File: config.mk
export PLATFORM = sky130hd
export DESIGN_NAME = keypad_scanner_flat
export DESIGN_NICKNAME = d
export VERILOG_FILES = /design/src/rtl/keypad_scanner_if.sv /design/src/rtl/keypad_scanner.sv /design/src/flat_wrapper.sv
export SDC_FILE = /design/constraint.sdc
export NUM_CORES = 1
export LEC_CHECK = 0
export CORE_MARGIN = 2
export CORE_UTILIZATION = 60
export DETAILED_ROUTE_END_ITERATION = 8
export PLACE_DENSITY = 0.88
export SLEW_MARGIN = 20
export SYNTH_ARGS = -nofsm -noshare
export SYNTH_HDL_FRONTEND = slang
export SYNTH_SLANG_ARGS = --single-unit
File: constraint.sdc
create_clock -name clock -period 4.2 [get_ports clock]
set_input_delay 0.84 -clock clock [delete_from_list [all_inputs] [get_ports clock]]
set_output_delay 0.84 -clock clock [all_outputs]
set_load 0.02 [all_outputs]
File: src/rtl/keypad_scanner_if.sv
// keypad_scanner_if: signal bundle between the keypad scanner and its users.
//   row       : keypad row lines into the scanner (active-low, pulled up)
//   col       : column strobes out of the scanner (active-low, one-hot-low)
//   key       : code of the last accepted key, {row_idx, col_idx}
//   key_valid : one-cycle pulse when a new key is accepted
//   key_held  : high while the accepted key remains pressed
// master = scanner side, slave = keypad/datapath side.
interface keypad_scanner_if;
  logic [3:0] row;
  logic [3:0] col;
  logic [3:0] key;
  logic       key_valid;
  logic       key_held;

  modport master (
    input  row,
    output col,
    output key,
    output key_valid,
    output key_held
  );

  modport slave (
    output row,
    input  col,
    input  key,
    input  key_valid,
    input  key_held
  );
endinterface

File: src/rtl/keypad_scanner.sv
// keypad_scanner: strobes the four columns of a 4x4 matrix keypad, reads the
// rows back through a 2-flop synchronizer, builds one 16-bit snapshot per
// sweep and debounces the per-sweep key candidate into single-pulse events.
// Ports:
//   clock : system clock
//   reset : synchronous, active-low reset
//   kp    : keypad_scanner_if.master (row in; col, key, key_valid, key_held out)
// Parameters:
//   SCAN_DIV : cycles each column is driven (>= 4)
//   DEBOUNCE : identical consecutive sweeps needed to accept a press/release (>= 1)
module keypad_scanner #(
  parameter int unsigned SCAN_DIV = 1000,
  parameter int unsigned DEBOUNCE = 4
) (
  input  logic             clock,
  input  logic             reset,
  keypad_scanner_if.master kp
);

  localparam int unsigned CNT_W = $clog2(SCAN_DIV);
  localparam int unsigned DB_W  = $clog2(DEBOUNCE + 1);
  localparam logic [CNT_W-1:0] CNT_MAX = CNT_W'(SCAN_DIV - 1);
  localparam logic [DB_W-1:0]  DB_MAX  = DB_W'(DEBOUNCE);
  // Candidate encoding: {none, code}; NONE covers both "no key" and ghosting.
  localparam logic [4:0] CAND_NONE = 5'b1_0000;

  typedef enum logic [1:0] {
    IDLE    = 2'd0,
    HELD    = 2'd1,
    RELEASE = 2'd2
  } state_t;

  state_t           state;
  logic [3:0]       row_s1;
  logic [3:0]       row_s2;
  logic [CNT_W-1:0] dwell_cnt;
  logic [1:0]       col_idx;
  logic [15:0]      snap;
  logic [4:0]       prev_cand;
  logic [DB_W-1:0]  sweep_cnt;

  logic [3:0]       col_q;
  logic [3:0]       key_q;
  logic             key_valid_q;
  logic             key_held_q;

  logic [1:0]       col_nxt_c;
  logic [15:0]      snap_c;
  logic             any_c;
  logic             multi_c;
  logic [3:0]       code_c;
  logic [4:0]       cand_c;
  logic [DB_W-1:0]  sweep_nxt_c;
  logic             done_c;

  assign kp.col       = col_q;
  assign kp.key       = key_q;
  assign kp.key_valid = key_valid_q;
  assign kp.key_held  = key_held_q;

  assign col_nxt_c = col_idx + 2'd1;

  // Snapshot as it will look once the current column's sample is folded in,
  // so the column-3 sample can be evaluated in the same cycle it is taken.
  always_comb begin
    snap_c = snap;
    snap_c[{col_idx, 2'b00} +: 4] = row_s2;
  end

  // Classify the sweep: exactly one low bit gives a key code, else NONE.
  // Snapshot bit 4c+r maps to code {r, c}.
  always_comb begin
    any_c   = 1'b0;
    multi_c = 1'b0;
    code_c  = 4'd0;
    for (int i = 0; i < 16; i++) begin
      if (!snap_c[i]) begin
        multi_c = multi_c | any_c;
        any_c   = 1'b1;
        code_c  = {2'(i % 4), 2'(i / 4)};
      end
    end
    cand_c = (any_c && !multi_c) ? {1'b0, code_c} : CAND_NONE;
  end

  // Consecutive-identical-sweep count, saturating at DEBOUNCE.
  always_comb begin
    if (cand_c == prev_cand) begin
      sweep_nxt_c = (sweep_cnt == DB_MAX) ? sweep_cnt : sweep_cnt + DB_W'(1);
    end else begin
      sweep_nxt_c = DB_W'(1);
    end
    done_c = (sweep_nxt_c == DB_MAX);
  end

  // Scan timing, sampling, debounce counters and key FSM.
  always_ff @(posedge clock) begin
    if (!reset) begin
      state       <= IDLE;
      row_s1      <= 4'hF;
      row_s2      <= 4'hF;
      dwell_cnt   <= '0;
      col_idx     <= 2'd0;
      snap        <= 16'hFFFF;
      prev_cand   <= CAND_NONE;
      sweep_cnt   <= '0;
      col_q       <= 4'b1110;
      key_q       <= 4'd0;
      key_valid_q <= 1'b0;
      key_held_q  <= 1'b0;
    end else begin
      row_s1      <= kp.row;
      row_s2      <= row_s1;
      key_valid_q <= 1'b0;

      if (dwell_cnt == CNT_MAX) begin
        dwell_cnt <= '0;
        col_idx   <= col_nxt_c;
        col_q     <= ~(4'b0001 << col_nxt_c);
        snap      <= snap_c;

        // End of sweep: update debounce history and step the FSM.
        if (col_idx == 2'd3) begin
          prev_cand <= cand_c;
          sweep_cnt <= sweep_nxt_c;

          case (state)
            IDLE: begin
              if (!cand_c[4] && done_c) begin
                key_q       <= cand_c[3:0];
                key_valid_q <= 1'b1;
                key_held_q  <= 1'b1;
                state       <= HELD;
              end
            end

            HELD, RELEASE: begin
              if (cand_c == {1'b0, key_q}) begin
                state <= HELD;
              end else if (done_c) begin
                key_held_q <= 1'b0;
                state      <= IDLE;
                // A different stable key is treated as a release; clearing the
                // count makes it debounce afresh before it can be accepted.
                if (!cand_c[4]) begin
                  sweep_cnt <= '0;
                end
              end else begin
                state <= RELEASE;
              end
            end

            default: begin
              state <= IDLE;
            end
          endcase
        end
      end else begin
        dwell_cnt <= dwell_cnt + CNT_W'(1);
      end
    end
  end

endmodule
File: src/flat_wrapper.sv
// flat-port wrapper written by rule: the top's interface ports become plain ports
module keypad_scanner_flat 
#(
  parameter int unsigned SCAN_DIV = 1000,
  parameter int unsigned DEBOUNCE = 4
)
  (clock, reset, kp_row, kp_col, kp_key, kp_key_valid, kp_key_held);
  keypad_scanner_if kp_i ();
  input  logic clock;
  input  logic reset;
  input wire logic [$bits(kp_i.row)-1:0] kp_row;
  output wire logic [$bits(kp_i.col)-1:0] kp_col;
  output wire logic [$bits(kp_i.key)-1:0] kp_key;
  output wire logic [$bits(kp_i.key_valid)-1:0] kp_key_valid;
  output wire logic [$bits(kp_i.key_held)-1:0] kp_key_held;
  assign kp_i.row = kp_row;
  assign kp_col = kp_i.col;
  assign kp_key = kp_i.key;
  assign kp_key_valid = kp_i.key_valid;
  assign kp_key_held = kp_i.key_held;
  keypad_scanner #(.SCAN_DIV(SCAN_DIV), .DEBOUNCE(DEBOUNCE)) u_core (.clock(clock), .reset(reset), .kp(kp_i));
endmodule
; Yosys cells after proc, flatten, opt, wreduce, memory -nomap -nowiden
; Index checks and enable logic that the tools add are counted.
[totals]
ff_bits = 56
in_bits = 6
out_inout_bits = 10
word_cells = 122
[op_classes]
add_sub_neg = 4
eq_ne = 11
shifts = 3
n_mux = 63
bitwise = 16
n_reduce_logical = 13
[ops]
columns = op, count
row1 = 2-to-1 mux 4 bit, 14
row2 = 2-to-1 mux 1 bit, 35
row3 = 2-to-1 mux 3 bit, 7
row4 = bitwise mux 16 bit, 1
row5 = variable shift 4 x 6 -> 16 bit (first input constant), 1
row6 = variable part select 4 x 6 -> 16 bit, 1
row7 = OR 1 bit, 14
row8 = adder 10 x 1 -> 10 bit (second input constant), 1
row9 = equality test 10 bit (second input constant), 1
row10 = AND reduction 4 bit, 2
row11 = equality test 3 bit (second input constant), 2
row12 = 2-to-1 mux 2 bit, 3
row13 = negator 4 -> 6 bit, 1
row14 = AND reduction 6 bit, 1
row15 = equality test 5 x 4 -> 1 bit, 1
row16 = equality test 5 bit, 1
row17 = 2-to-1 mux 5 bit, 1
row18 = equality test 2 bit (second input constant), 2
row19 = inequality test 2 x 1 -> 1 bit (second input constant), 2
row20 = NOT 4 bit, 1
row21 = case mux 2 bit (2 select lines), 1
row22 = OR reduction 2 bit, 2
row23 = left shift 1 x 2 -> 4 bit (first input constant), 1
row24 = adder 3 x 1 -> 3 bit (second input constant), 1
row25 = other kinds (11), 13

; Longest topological paths before layout
[depth]
depth_word = 42
ltp_mapped = 16
depth_no_buf = 12

; Worst setup path after synthesis
; No wires, ideal clock.
[synth_path]
path_type = register -> register
startpoint = register u_core.col_idx[0]
endpoint = register u_core.key_held_q, in the netlist u_core.kp.key_held
arrival_ns = 3.422
required_time_ns = 4.080
path_slack_ns = 0.658
path_stages_with_launch = 15
path_buffers = 2
period_less_slack_ns = 3.542
cell_sequence = dfxtp_1 > buf_2 > inv_1 > ha_1 > buf_6 > nand4bb_4 > a222oi_1 > nand4b_1 > a2111oi_2 > o21ai_1 > or3_4 > nor2_4 > a21oi_1 > o31a_1 > a211o_1
[synth_via]
elab_chain_cells = 42
[synth_lines]
columns = element, line
row1 = "start, declared", keypad_scanner.sv:37  ; logic [1:0] col_idx;
row2 = "start signal, assigned", keypad_scanner.sv:118  ; col_idx <= col_nxt_c;
row3 = negator 4 -> 6 bit, keypad_scanner.sv:67  ; snap_c[{col_idx, 2'b00} +: 4] = row_s2;
row4 = variable part select 4 x 6 -> 16 bit or variable shift 4 x 6 -> 16 bit (tied branches), keypad_scanner.sv:67
row5 = bitwise mux 16 bit, keypad_scanner.sv:67
row6 = 2-to-1 mux 1 bit (2 in series), keypad_scanner.sv:77  ; if (!snap_c[i]) begin
row7 = OR 1 bit, keypad_scanner.sv:78  ; multi_c = multi_c | any_c;
row8 = 2-to-1 mux 1 bit, keypad_scanner.sv:77
row9 = OR 1 bit, keypad_scanner.sv:78
row10 = 2-to-1 mux 1 bit, keypad_scanner.sv:77
row11 = (+25 left out), --
row12 = logical AND 1 bit, keypad_scanner.sv:83  ; cand_c = (any_c && !multi_c) ? {1'b0, code_c} : CAND_NONE;
row13 = 2-to-1 mux 5 bit, keypad_scanner.sv:83
row14 = equality test 5 bit, keypad_scanner.sv:88  ; if (cand_c == prev_cand) begin
row15 = 2-to-1 mux 3 bit, keypad_scanner.sv:88
row16 = equality test 3 bit, keypad_scanner.sv:93  ; done_c = (sweep_nxt_c == DB_MAX);
row17 = logical AND 1 bit, keypad_scanner.sv:129  ; if (!cand_c[4] && done_c) begin
row18 = inequality test 2 x 1 -> 1 bit (no source line), --
row19 = AND reduction 6 bit (no source line) (*), --
row20 = "end signal, assigned", keypad_scanner.sv:110  ; key_held_q <= 1'b0;
row21 = "end signal, assigned", keypad_scanner.sv:132  ; key_held_q <= 1'b1;
row22 = "end signal, assigned", keypad_scanner.sv:141  ; key_held_q <= 1'b0;
row23 = "end, declared", keypad_scanner.sv:45  ; logic key_held_q;
; Mark *: on every way between the ends. The rest lies on a longest branch, timed or not.
; A chain may end at the register's enable or synchronous reset.

; Final worst setup path
; Same ends and word-level chain as after synthesis.

==> metrics.yaml <==
num_vias: 3038
fin_nets: 434
synth_flop_cell: "dfxtp_1"
critPathKind: "flip-flop to flip-flop"
syn-instance-count: 409
drtPass1Iterations: 7
netlist-cell-type-count: 59
vdd_drop_max_mv: 0.223
cts_sinks: 56
syn_to_final_growth_pct: 9.20
yosys_warnings: 0
power_mw: 0.920
tightest_slew_ns: 0.985
core_area_um2: 5410
setup_ws_ns: 0.408
numCtsBuffers: 5
hold_class: "flip-flop to flip-flop"
ys_seq_area_share_pct: 33.9
setup_violations: 0
num_io_pins: 16
die_y_um: 78.2
p_per_area_nw_per_um2: 255
status: "finished, final reports clean"
dpl_worst_slack_ns: 0.146
fin_crit_sh_pct: 90.3
finClkSkew_ns: 0.0107
grt_max_degree: 34
grt_first_pass_wirelength_mm: 12.9
rsz0062_at_grt: "no"
die-area_um2: 6120
ys_ff_latch: 56
antenna_cells: 0
endpoint_kind: "flip-flop"
synth_top_area_cell: "dfxtp_1"
wl_per_cell_um: 15.5
initial_core_util_pct: 61.2
grt_pass1_vias: 2829
netlist.area_leader.share_pct: 33.9
synth_fp_nets: 424
place_congestion: 0.952
root_buffer: "clkbuf_8"
slew_headroom_pct: 34.1
worstPathRequired_ns: 4.42
hold_buffers: 0
drive_gt1_share_pct: 6.90
synth-edff-count: 0
slew_violations: 0
worstPathMaxFanout: 12
placed_area_um2: 3500
postRouteAntennaNets: 0
p_leak_nw: 1.42
synth_area_per_cell_um2: 8.08
period_needed_ns: 3.79
r2r-start: "u_core.col_idx[0]"
netlist_top_cells_area: "dfxtp_1 34%, nand2_1 5.8%, nor2b_1 4.4%, o211ai_1 3.6%, ha_1 3.4%"
viasPerCell: 6.17
whs_ns: 0.415
clk_path_buf_depth: 2
num_rows: 27
grt_overflow: 0
track_usage_pct: 26.2
clock.fmax_ghz: 0.264
dpl.hpwl_mm: 5.53
portBuffers: 15
drt-initial-drc-count: 280
final_area_um2: 3610
critPathLaunch: "u_core.col_idx[0]"
wirelength_mm: 7.63
syn-cell-area_um2: 3310
clock_latency_ns: 0.33
hold_start: "u_core.row_s1[1]"
clkSlewWorstSetupHoldPaths_ns: 0.11
ys_async_sr_fraction_pct: 0
startpoint_type: "flip-flop"
ctsHtreeMaxLevel: 2
tns_ns: 0
die_w_um: 78.2
cts_tree: "built"
hold_viol: 0
cap_violations: 0
grt_antenna_before_repair: 0
drc_errors: 0
critPathArrivalTime_ns: 4.01
power breakdown:
part	internal [mW]	switching (mW)
combinational	0.0274	0.0332
clock	0.123	0.195
sequential	0.537	0.00525
metrics by stage:
stage / util, % / std cells
floorplan: - / 409
global placement: 64.8 / 483
detailed placement: 64.8 / 483
CTS: 66.6 / 491
global route: 66.8 / 492
finish: 66.8 / 492
critical path, stage by stage (launching register included):
cell and delay, ns:
dfxtp_2 0.43, inv_1 0.11, ha_1 0.41, nand4bb_4 0.28, a222oi_1 0.36, buf_4 0.19, nand4b_1 0.12, a2111oi_2 0.38
o21ai_1 0.16, or3_4 0.43, nor3_2 0.33, a21oi_1 0.11, o31a_1 0.13, a211o_1 0.23
state kept, by name, summed over array words and instances (netlist names), 3 cells and up:
signal / cells
u_core.dwell_cnt: 10
u_core.kp.col: 4
u_core.kp.key: 4
u_core.prev_cand: 5
u_core.row_s1: 4
u_core.row_s2: 4
u_core.snap: 16
u_core.sweep_cnt: 3
cell families after synthesis:
kind of cell	after synthesis	synth area share, %
and+or+nand+nor	189	31.3
buffers and inverters	33	4.31
AOI/OAI and AO/OA	103	21.8
xor gates and xnor gates	14	3.71
DFF	56	33.9
adders and majority gates	11	4.01
muxes	3	0.908
placed cells by master, fill, tap and decap left out, types with 8 or more instances in the layout:
cell	count
o211ai_1	16
xnor2_1	8
nand2_1	51
nor2_1	30
clkdlybuf4s50_1	15
ha_1	9
o21ai_0	18
nor2b_1	23
a21oi_1	13
nand3_1	13
nand2b_1	14
a31oi_1	12
dfxtp_1	55
and2_1	13
buf_4	8
inv_1	13
timing repair:
action / in CTS / in global routing
setup endpoints to repair: 0 / 11
setup buffers: 0 / 1
gates resized for setup: 0 / 1
routing by layer:
layer,routed length [µm],global-route usage [%],vias up
met5,0,0,-
met4,188,11.9,0
met3,467,3.68,22
met2,3530,41.9,118
met1,3450,35.1,1403
li1,-,-,1495
Yosys cell counts (3+ instances only):
cell       number
nor4_1          4
and3_1          4
a21boi_0        3
o21ai_0        18
inv_1          13
a31oi_1        12
nand3b_1        6
nand4b_1        3
a211o_1         5
o31ai_1         4
nand3_1        13
nand2_1        51
nor2b_1        23
o211ai_1       16
mux2i_1         3
nor3_1          7
o2bb2ai_1       3
ha_1            9
buf_2           3
a32o_1          3
a21oi_1        13
nand4_1         6
and4_1          3
nor2_1         30
a31o_2          4
dfxtp_1        56
nand2b_1       14
xor2_1          6
and2_1         13
clkbuf_1       15
xnor2_1         8
final cells by class:
cell class / count / area, µm²
Fill cell: 480 / 1800
Clock inverter: 3 / 27.5
Multi-Input combinational cell: 320 / 2040
Sequential cell: 56 / 1120
Timing Repair Buffer: 23 / 210
Clock buffer: 5 / 68.8
Tap cell: 72 / 90.1
Inverter: 13 / 48.8
path summary, 6_finish.rpt:
path | depth (start not counted) | endpoint | slack (ns)
setup / recovery | 13 | u_core.kp.key_held | 0.41
hold / removal | 1 | u_core.row_s2[1] | 0.41
setup reg to reg | 13 | u_core.kp.key_held | 0.41
hold reg to reg | 1 | u_core.row_s2[1] | 0.41
Note: power is estimated with default switching activity, not from simulation.
